File: config.mk
export PLATFORM = sky130hd
export DESIGN_NAME = traffic_phase_scheduler
export DESIGN_NICKNAME = d
export VERILOG_FILES = /design/src/rtl/traffic_phase_scheduler.sv
export SDC_FILE = /design/constraint.sdc
export NUM_CORES = 1
export LEC_CHECK = 0
export ABC_AREA = 1
export BUFFER_PORTS_ARGS = -buffer_cell sky130_fd_sc_hd__buf_2
export CELL_PAD_IN_SITES_DETAIL_PLACEMENT = 0
export CELL_PAD_IN_SITES_GLOBAL_PLACEMENT = 1
export CORE_UTILIZATION = 29
export CTS_CLUSTER_SIZE = 40
export DETAILED_ROUTE_END_ITERATION = 12
export PLACE_DENSITY_LB_ADDON = 0.1
export SETUP_SLACK_MARGIN = 0.4
export SLEW_MARGIN = 5
export SYNTH_ARGS = -nofsm -noshare
export SYNTH_HDL_FRONTEND = slang
export SYNTH_SLANG_ARGS = --single-unit
export TNS_END_PERCENT = 1
File: constraint.sdc
create_clock -name CLK -period 3.34 [get_ports CLK]
set_input_delay 0 -clock CLK [delete_from_list [all_inputs] [get_ports CLK]]
set_output_delay 0 -clock CLK [all_outputs]
set_load 0.01 [all_outputs]
File: src/rtl/traffic_phase_scheduler.sv
// Purpose: four-way intersection phase sequencer (8 green phases, fixed yellow, round-robin arbiter).
// Latency: outputs are registered; a decision sampled at one CLK edge is visible right after that edge.
// Backpressure: none; sensors are level inputs. Optional EMERGENCY_PREEMPT_EN adds emergency preemption.
module traffic_phase_scheduler #(
  parameter int GREEN_MIN = 8,
  parameter int GREEN_MAX = 30,
  parameter int YELLOW_T  = 4,
  parameter int CNT_W     = 6
) (
  input  logic       CLK,
  input  logic       rst,
`ifdef EMERGENCY_PREEMPT_EN
  input  logic       preempt,
  input  logic [2:0] preempt_idx,
`endif
  input  logic       n_waiting,
  input  logic       s_waiting,
  input  logic       e_waiting,
  input  logic       w_waiting,
  input  logic       n_waitingL,
  input  logic       s_waitingL,
  input  logic       e_waitingL,
  input  logic       w_waitingL,
  output logic [4:0] state1,
  output logic [2:0] phase_idx,
  output logic       yellow,
  output logic       green_start
);

  typedef enum logic {GREEN = 1'b0, YELLOW = 1'b1} state_t;

  localparam logic [CNT_W-1:0] GMIN_LAST = CNT_W'(GREEN_MIN - 1);
  localparam logic [CNT_W-1:0] GMAX_LAST = CNT_W'(GREEN_MAX - 1);
  localparam logic [CNT_W-1:0] YEL_LAST  = CNT_W'(YELLOW_T - 1);

  state_t           state, state_nxt;
  logic [CNT_W-1:0] timer, timer_nxt;
  logic [7:0]       req;
  logic [7:0]       own_mask;
  logic             own_req, other_req;
  logic             normal_exit, green_exit, yellow_done;
  logic [2:0]       arb_idx, sel_idx, phase_nxt;
  logic [4:0]       state1_nxt;
  logic             yellow_nxt, green_start_nxt;

  // Request bit order: n, s, e, w, nL, sL, eL, wL
  assign req = {w_waitingL, e_waitingL, s_waitingL, n_waitingL,
                w_waiting, e_waiting, s_waiting, n_waiting};

  // Requests served by each green phase
  function automatic logic [7:0] cover_mask(input logic [2:0] idx);
    case (idx)
      3'd0:    cover_mask = 8'b0000_0011; // n, s
      3'd1:    cover_mask = 8'b0011_0000; // sL, nL
      3'd2:    cover_mask = 8'b0001_0001; // n, nL
      3'd3:    cover_mask = 8'b0010_0010; // s, sL
      3'd4:    cover_mask = 8'b0000_1100; // e, w
      3'd5:    cover_mask = 8'b1100_0000; // eL, wL
      3'd6:    cover_mask = 8'b1000_1000; // w, wL
      default: cover_mask = 8'b0100_0100; // e, eL
    endcase
  endfunction

  // Green light code for each phase
  function automatic logic [4:0] green_code(input logic [2:0] idx);
    case (idx)
      3'd0:    green_code = 5'b00000;
      3'd1:    green_code = 5'b01100;
      3'd2:    green_code = 5'b00100;
      3'd3:    green_code = 5'b00110;
      3'd4:    green_code = 5'b00001;
      3'd5:    green_code = 5'b01110;
      3'd6:    green_code = 5'b01000;
      default: green_code = 5'b01010;
    endcase
  endfunction

  // Yellow code: the two through-traffic phases have dedicated codes, the rest are green+1
  function automatic logic [4:0] yellow_code(input logic [2:0] idx);
    case (idx)
      3'd0:    yellow_code = 5'b00010;
      3'd4:    yellow_code = 5'b00011;
      default: yellow_code = green_code(idx) + 5'd1;
    endcase
  endfunction

  assign own_mask    = cover_mask(phase_idx);
  assign own_req     = |(req & own_mask);
  assign other_req   = |(req & ~own_mask);
  assign yellow_done = (timer == YEL_LAST);
  assign normal_exit = other_req &&
                       (((timer >= GMIN_LAST) && !own_req) || (timer >= GMAX_LAST));

  // Round-robin search for the first later phase serving a request the current phase does not
  always_comb begin
    logic       found;
    logic [2:0] cand;
    arb_idx = phase_idx + 3'd1;
    found   = 1'b0;
    cand    = '0;
    for (int k = 1; k < 8; k++) begin
      cand = phase_idx + 3'(k);
      if (!found && |(req & ~own_mask & cover_mask(cand))) begin
        arb_idx = cand;
        found   = 1'b1;
      end
    end
  end

`ifdef EMERGENCY_PREEMPT_EN
  logic       pre_pend;
  logic [2:0] pre_tgt;
  logic       pre_force, pre_hold;

  assign pre_force  = preempt && (preempt_idx != phase_idx);
  assign pre_hold   = preempt && (preempt_idx == phase_idx);
  assign green_exit = pre_force || (!pre_hold && normal_exit);
  assign sel_idx    = preempt ? preempt_idx : (pre_pend ? pre_tgt : arb_idx);

  // Remember the emergency target so a request that drops during yellow still lands on it
  always_ff @(posedge CLK or negedge rst) begin
    if (!rst) begin
      pre_pend <= 1'b0;
      pre_tgt  <= '0;
    end else if (state == YELLOW && yellow_done) begin
      pre_pend <= 1'b0;
    end else if (preempt && (state == YELLOW || green_exit)) begin
      pre_pend <= 1'b1;
      pre_tgt  <= preempt_idx;
    end
  end
`else
  assign green_exit = normal_exit;
  assign sel_idx    = arb_idx;
`endif

  // State and registered outputs
  always_ff @(posedge CLK or negedge rst) begin
    if (!rst) begin
      state       <= GREEN;
      timer       <= '0;
      phase_idx   <= '0;
      state1      <= 5'b00000;
      yellow      <= 1'b0;
      green_start <= 1'b0;
    end else begin
      state       <= state_nxt;
      timer       <= timer_nxt;
      phase_idx   <= phase_nxt;
      state1      <= state1_nxt;
      yellow      <= yellow_nxt;
      green_start <= green_start_nxt;
    end
  end

  // Next-state decision
  always_comb begin
    state_nxt = state;
    case (state)
      GREEN:   if (green_exit)  state_nxt = YELLOW;
      YELLOW:  if (yellow_done) state_nxt = GREEN;
      default: state_nxt = GREEN;
    endcase
  end

  // Next values of timer, phase and light outputs
  always_comb begin
    timer_nxt       = timer;
    phase_nxt       = phase_idx;
    state1_nxt      = state1;
    yellow_nxt      = yellow;
    green_start_nxt = 1'b0;
    case (state)
      GREEN: begin
        if (green_exit) begin
          timer_nxt  = '0;
          state1_nxt = yellow_code(phase_idx);
          yellow_nxt = 1'b1;
        end else if (timer != GMAX_LAST) begin
          timer_nxt = timer + 1'b1;
        end
      end
      YELLOW: begin
        if (yellow_done) begin
          timer_nxt       = '0;
          phase_nxt       = sel_idx;
          state1_nxt      = green_code(sel_idx);
          yellow_nxt      = 1'b0;
          green_start_nxt = 1'b1;
        end else begin
          timer_nxt = timer + 1'b1;
        end
      end
      default: timer_nxt = '0;
    endcase
  end

endmodule

# Yosys cells after proc, flatten, opt, wreduce, memory -nomap -nowiden
# Cells that the tools add are included.
[word_totals]
out_inout_bits = 10
register_bits = 17
[op_classes]
eq_ne = 59
n_bitwise = 11
muxes = 41
addsub = 9
reduce_logical = 37
n_lt_le_gt_ge = 2
[ops]
columns = ["op", "count"]
rows = [
  ["$pmux 8 s7", 8],
  ["$eq 3x3->1 const B", 27],
  ["$and 8x8->8", 9],
  ["$reduce_or 8->1", 9],
  ["$eq 3x2->1 const B", 18],
  ["$pmux 4 s7", 1],
  ["$eq 3x1->1 const B", 9],
  ["$logic_not 3->1", 9],
  ["$mux 5", 5],
  ["$pmux 4 s5", 1],
  ["$pmux 5 s2", 2],
  ["$mux 3", 6],
  ["$mux 6", 3],
  ["$add 3x3->3 const B", 4],
  ["$mux 1", 12],
  ["$pmux 6 s2", 1],
  ["$logic_and 1x1->1", 8],
  ["$not 8->8", 1],
  ["$logic_not 1->1", 7],
  ["$add 3x2->3 const B", 2],
  ["$add 6x1->6 const B", 1],
  ["$eq 6x2->1 const B", 1],
  ["$ge 6x3->1 const B", 1],
  ["$ge 6x5->1 const B", 1],
  ["other kinds (11)", 13],
]

# Depth between registers and ports, before layout
[logic_depth]
word_depth = 29
mapped_depth = 24

# Worst setup path after synthesis
# OpenSTA, ideal clock, no wires.
[synth_path]
path_type = "flip-flop to flip-flop"
start = "reg phase_idx[0]"
end = "reg state1[2]"
synth_period_minus_slack_ns = 2.795
n_path_buf = 1
path_slack_ns = 0.545
arrival_time_ns = 2.674
setup_ns = 0.121
path_stages_with_launch = 18
cell_sequence = "dfrtp_1 > ha_1 > ha_1 > clkbuf_1 > nand2_1 > nand3_1 > o21ai_0 > nand2_1 > nand3_1 > nor2_4 > nand3_2 > nor2_4 > nand3_2 > nand3_2 > xor2_2 > nand2_1 > nand3_1 > a21oi_1"
[synth_between]
elab_chain_len = 29
word_cells_on_any_way = 137
classes_between = "add/sub (8); eq/ne (55); mux (29); bitwise (10); reduce/logical (35)"
[synth_rtl]
columns = ["element", "line_no", "rtl"]
rows = [
  ["from (decl)", "25", "output logic [2:0] phase_idx,"],
  ["from (signal assigned)", "149", "phase_idx <= phase_nxt;"],
  ["parallel branches: the longest is 29 deep, another holds $add 3x1->3", "--", ""],
  ["to (signal assigned)", "150", "state1 <= state1_nxt;"],
  ["to (decl)", "24", "output logic [4:0] state1,"],
]
# Parallel ways; which one is timed is not known. The select of a mux whose other input is x is not followed.
# A chain may end at the register's enable or synchronous reset.

# Final worst setup path
[layout_path]
start = "reg phase_idx[1]"
end = "reg state1[3]"
# The elaborated chain is that of the path after synthesis.

==> PnR_summary.wiki <==
{| class="wikitable"
! Metric !! Value
|-
| Outcome || complete, no violations
|-
| Kind of start point of the critical path || register
|-
| GRT Util Overall || 20.4%
|-
| Post-DRT Antenna Nets || 0
|-
| Worst clock skew on the final layout || 0.00162 ns
|-
| Cells traversed along the worst timing path || buf_6 > ha_4 > buf_6 > nor2_4 > nand3_4 > nand3_4 > inv_4 > nand2_1 > nand3_2 > nor2_4 > nand4_1 > nor2_2 > nand2_2 > nand2_1 > inv_2 > a21boi_2 > nand2_1 > nand3_2 > a21oi_1
|-
| Average cell area after synthesis || 5.73 um^2
|-
| Die X || 93.7 um
|-
| Kind of critical path || register to register
|-
| Antenna violations before repair || 0
|-
| Non-filler cells, final || 582
|-
| Synth-to-Final Area Change || 30.6%
|-
| Flop and latch count out of synthesis || 16
|-
| Synth Area in Simple Gates || 50.5%
|-
| Share of flip-flops with an asynchronous set or reset || 100%
|-
| Number of remaining DRC errors || 0
|-
| Slowest cell delay on critical path || 0.46 ns
|-
| Count of pins on the block boundary || 20
|-
| Iter 0 DRT Violations || 207
|-
| Area of the die || 0.00878 mm^2
|-
| Maximum root-to-sink buffer count || 2
|-
| Average vias per placed instance || 5.18
|-
| Max-cap violations || 0
|-
| Total wire length after detailed routing || 8880 um
|-
| Drt wl/cell || 15.3 um
|-
| Area of the core region || 0.00818 mm^2
|-
| Unrepaired setup endpoints after global routing || yes
|-
| Maximum number of pins on one net before global-route repair || 17
|-
| Hold Fails Final Rpt || 0
|-
| Crit path time final || 2.91 ns
|-
| Clk Latency, worst-skew pair || 0.25 ns
|-
| Mux cell area share after synthesis || 0%
|-
| DPL Wire Length || 6920 um
|-
| Fin nets || 500
|-
| Tightest hold margin || 0.197 ns
|-
| Compound-Gate Fraction of Synth Area || 14.2%
|-
| Count of warnings emitted by yosys || 0
|-
| Leading cell types in the layout, fill and taps excluded || sky130_fd_sc_hd__nand2_1 (109), sky130_fd_sc_hd__nor2_1 (48), sky130_fd_sc_hd__inv_1 (43)
|-
| Count of inserted antenna diode cells || 0
|-
| Num CTS Buffers || 3
|-
| Number of pins with negative max-slew slack in the final report || 0
|-
| Combinational family with the most area after synthesis || simple AND/OR/NAND/NOR gates
|-
| Post-Syn Area || 0.00244 mm^2
|-
| Setup-failing EPs final || 0
|-
| CTS sink count || 16
|-
| RePlAce Congestion || 0.859
|-
| Class of the tightest hold or removal check || input pin to asynchronous set/reset pin
|-
| Area share of the largest cell type after synthesis || 19.3%
|-
| Root buffer cell || sky130_fd_sc_hd__clkbuf_8
|-
| TritonRoute pass-1 iters || 5
|-
| Clock transition at the register clock pins on the worst setup and hold paths after CTS || 0.06 ns
|-
| Total congestion overflow after global routing || 0
|-
| Number of unique standard cell types used by synthesis || 35
|-
| Layout cell share with drive strength beyond 1 || 30.2%
|-
| Sequential share of the synthesized area || 16.4%
|-
| Commonest non-fill, non-tap cell in the layout || sky130_fd_sc_hd__nand2_1
|-
| R2r setup slk || 0.43 ns
|-
| Number of global-route vias before repair || 2804
|-
| Level count of the clock H-tree || 1
|-
| Initial cell density of the core || 29.8%
|-
| Port bufs || 18
|-
| Synth Area in XOR/XNOR || 0.667%
|-
| Summed negative setup slack over all endpoints || 0 ns
|-
| Worst path buffer plus inverter count || 4
|-
| Cell family with the largest share of critical-path delay || simple AND/OR/NAND/NOR gates
|-
| Synth Instances || 425
|-
| Number of cell rows || 33
|-
| Max Clk Rate || 0.343 GHz
|-
| Number of flops mapped to enable cells by yosys || 0
|-
| Placed cells || 564
|-
| Cell taking the most area after synthesis || sky130_fd_sc_hd__nand2_1
|-
| Standard cell with the maximum stage delay on the critical path || sky130_fd_sc_hd__dfrtp_2
|-
| Fraction of the mapped netlist area in adder cells || 5.65%
|-
| Largest fanout on the critical path || 6
|-
| Vias post-DR || 3012
|-
| Post-synth net total || 446
|-
| Synth top area cells || sky130_fd_sc_hd__nand2_1 (19%), sky130_fd_sc_hd__dfrtp_1 (16%), sky130_fd_sc_hd__nor2_1 (8.3%)
|-
| Critical path arrival || 3.05 ns
|-
| Final worst-path cycle share || 87.2%
|-
| Crit path required time || 3.48 ns
|-
| CTS tree || yes
|-
| Synth Flop Type || sky130_fd_sc_hd__dfrtp_1
|-
| Critical path capture point type || register
|-
| Height of the chip || 93.7 um
|-
| Global-route wire length before repair || 13900 um
|-
| Top cell by count, worst path || sky130_fd_sc_hd__nand2_1
|}
==> cell families (layout without fill, tap and decap cells) <==
| group | after synthesis | after routing |
|---|---|---|
| other cells | 1 | 1 |
| simple gates | 266 | 266 |
| flops | 16 | 16 |
| compound gates | 63 | 63 |
| buf+inv | 67 | 119 |
| xor+xnor | 1 | 1 |
| fa+ha+maj | 11 | 11 |
==> worst paths after layout <==
kind	startpoint	to	cells after the start
min in group CLK	n_waiting	state	5
max in group asynchronous	rst	phase_idx[1]	2
worst min-delay path	rst	state1[3]	2
worst max-delay path	phase_idx[1]	state1[3]	19
worst min register to register	yellow	yellow	2
worst max register to register	phase_idx[1]	state1[3]	19
==> area by class of cell <==
type / instances / area (um^2)
repair buffers: 59 / 432
multi-input cells: 342 / 1950
flip-flops and latches: 16 / 404
clock buffers: 3 / 41.3
fillers: 911 / 4990
well taps: 105 / 131
inverters: 57 / 229
==> cells in the mapped netlist, drive strengths merged, types with 2 or more instances <==
library cell / n
dfrtp: 16
inv: 56
nand3: 43
nand2: 136
a21oi: 21
o2111ai: 2
buf: 9
nor2: 62
nand4: 19
nor3: 4
o21ai: 32
ha: 11
o211ai: 4
==> flip-flops by register name (all words and copies together), names as in the netlist <==
name and flops:
phase_idx 3, timer 6, green_start 1, state1 4, state 1, yellow 1
==> repair_timing <==
action / CTS / global route
hold buffers: 1 / 0
endpoints found under the setup margin: 11 / 13
hold endpoints to repair: 16 / 0
pin swaps: 1 / 24
resized for setup: 17 / 51
setup buffers: 1 / 13
==> layer usage <==
metal / part of all wire, % / vias to the layer above / global-route usage [%]
met3: 4.9 / 29 / 1.78
met1: 43 / 1381 / 25.3
met4: 3.6 / 0 / 6.92
li1: - / 1484 / -
met5: 0 / - / 0
met2: 48 / 118 / 36.7
==> per-stage QoR <==
| step | area [um^2] | setup slack, ns | util, % |
|---|---|---|---|
| floorplan | 2440 | 0.545 | - |
| global placement | 2780 | 0.0241 | 34.0 |
| detailed placement | 2780 | 0.0934 | 34.0 |
| CTS | 2920 | 0.394 | 35.7 |
| global route | 3180 | 0.215 | 38.9 |
| finish | 3180 | 0.428 | 38.9 |
Power is left out: the tool's default activity adds up to more than one toggle a clock period on the data nets, which glitch-free logic cannot reach.
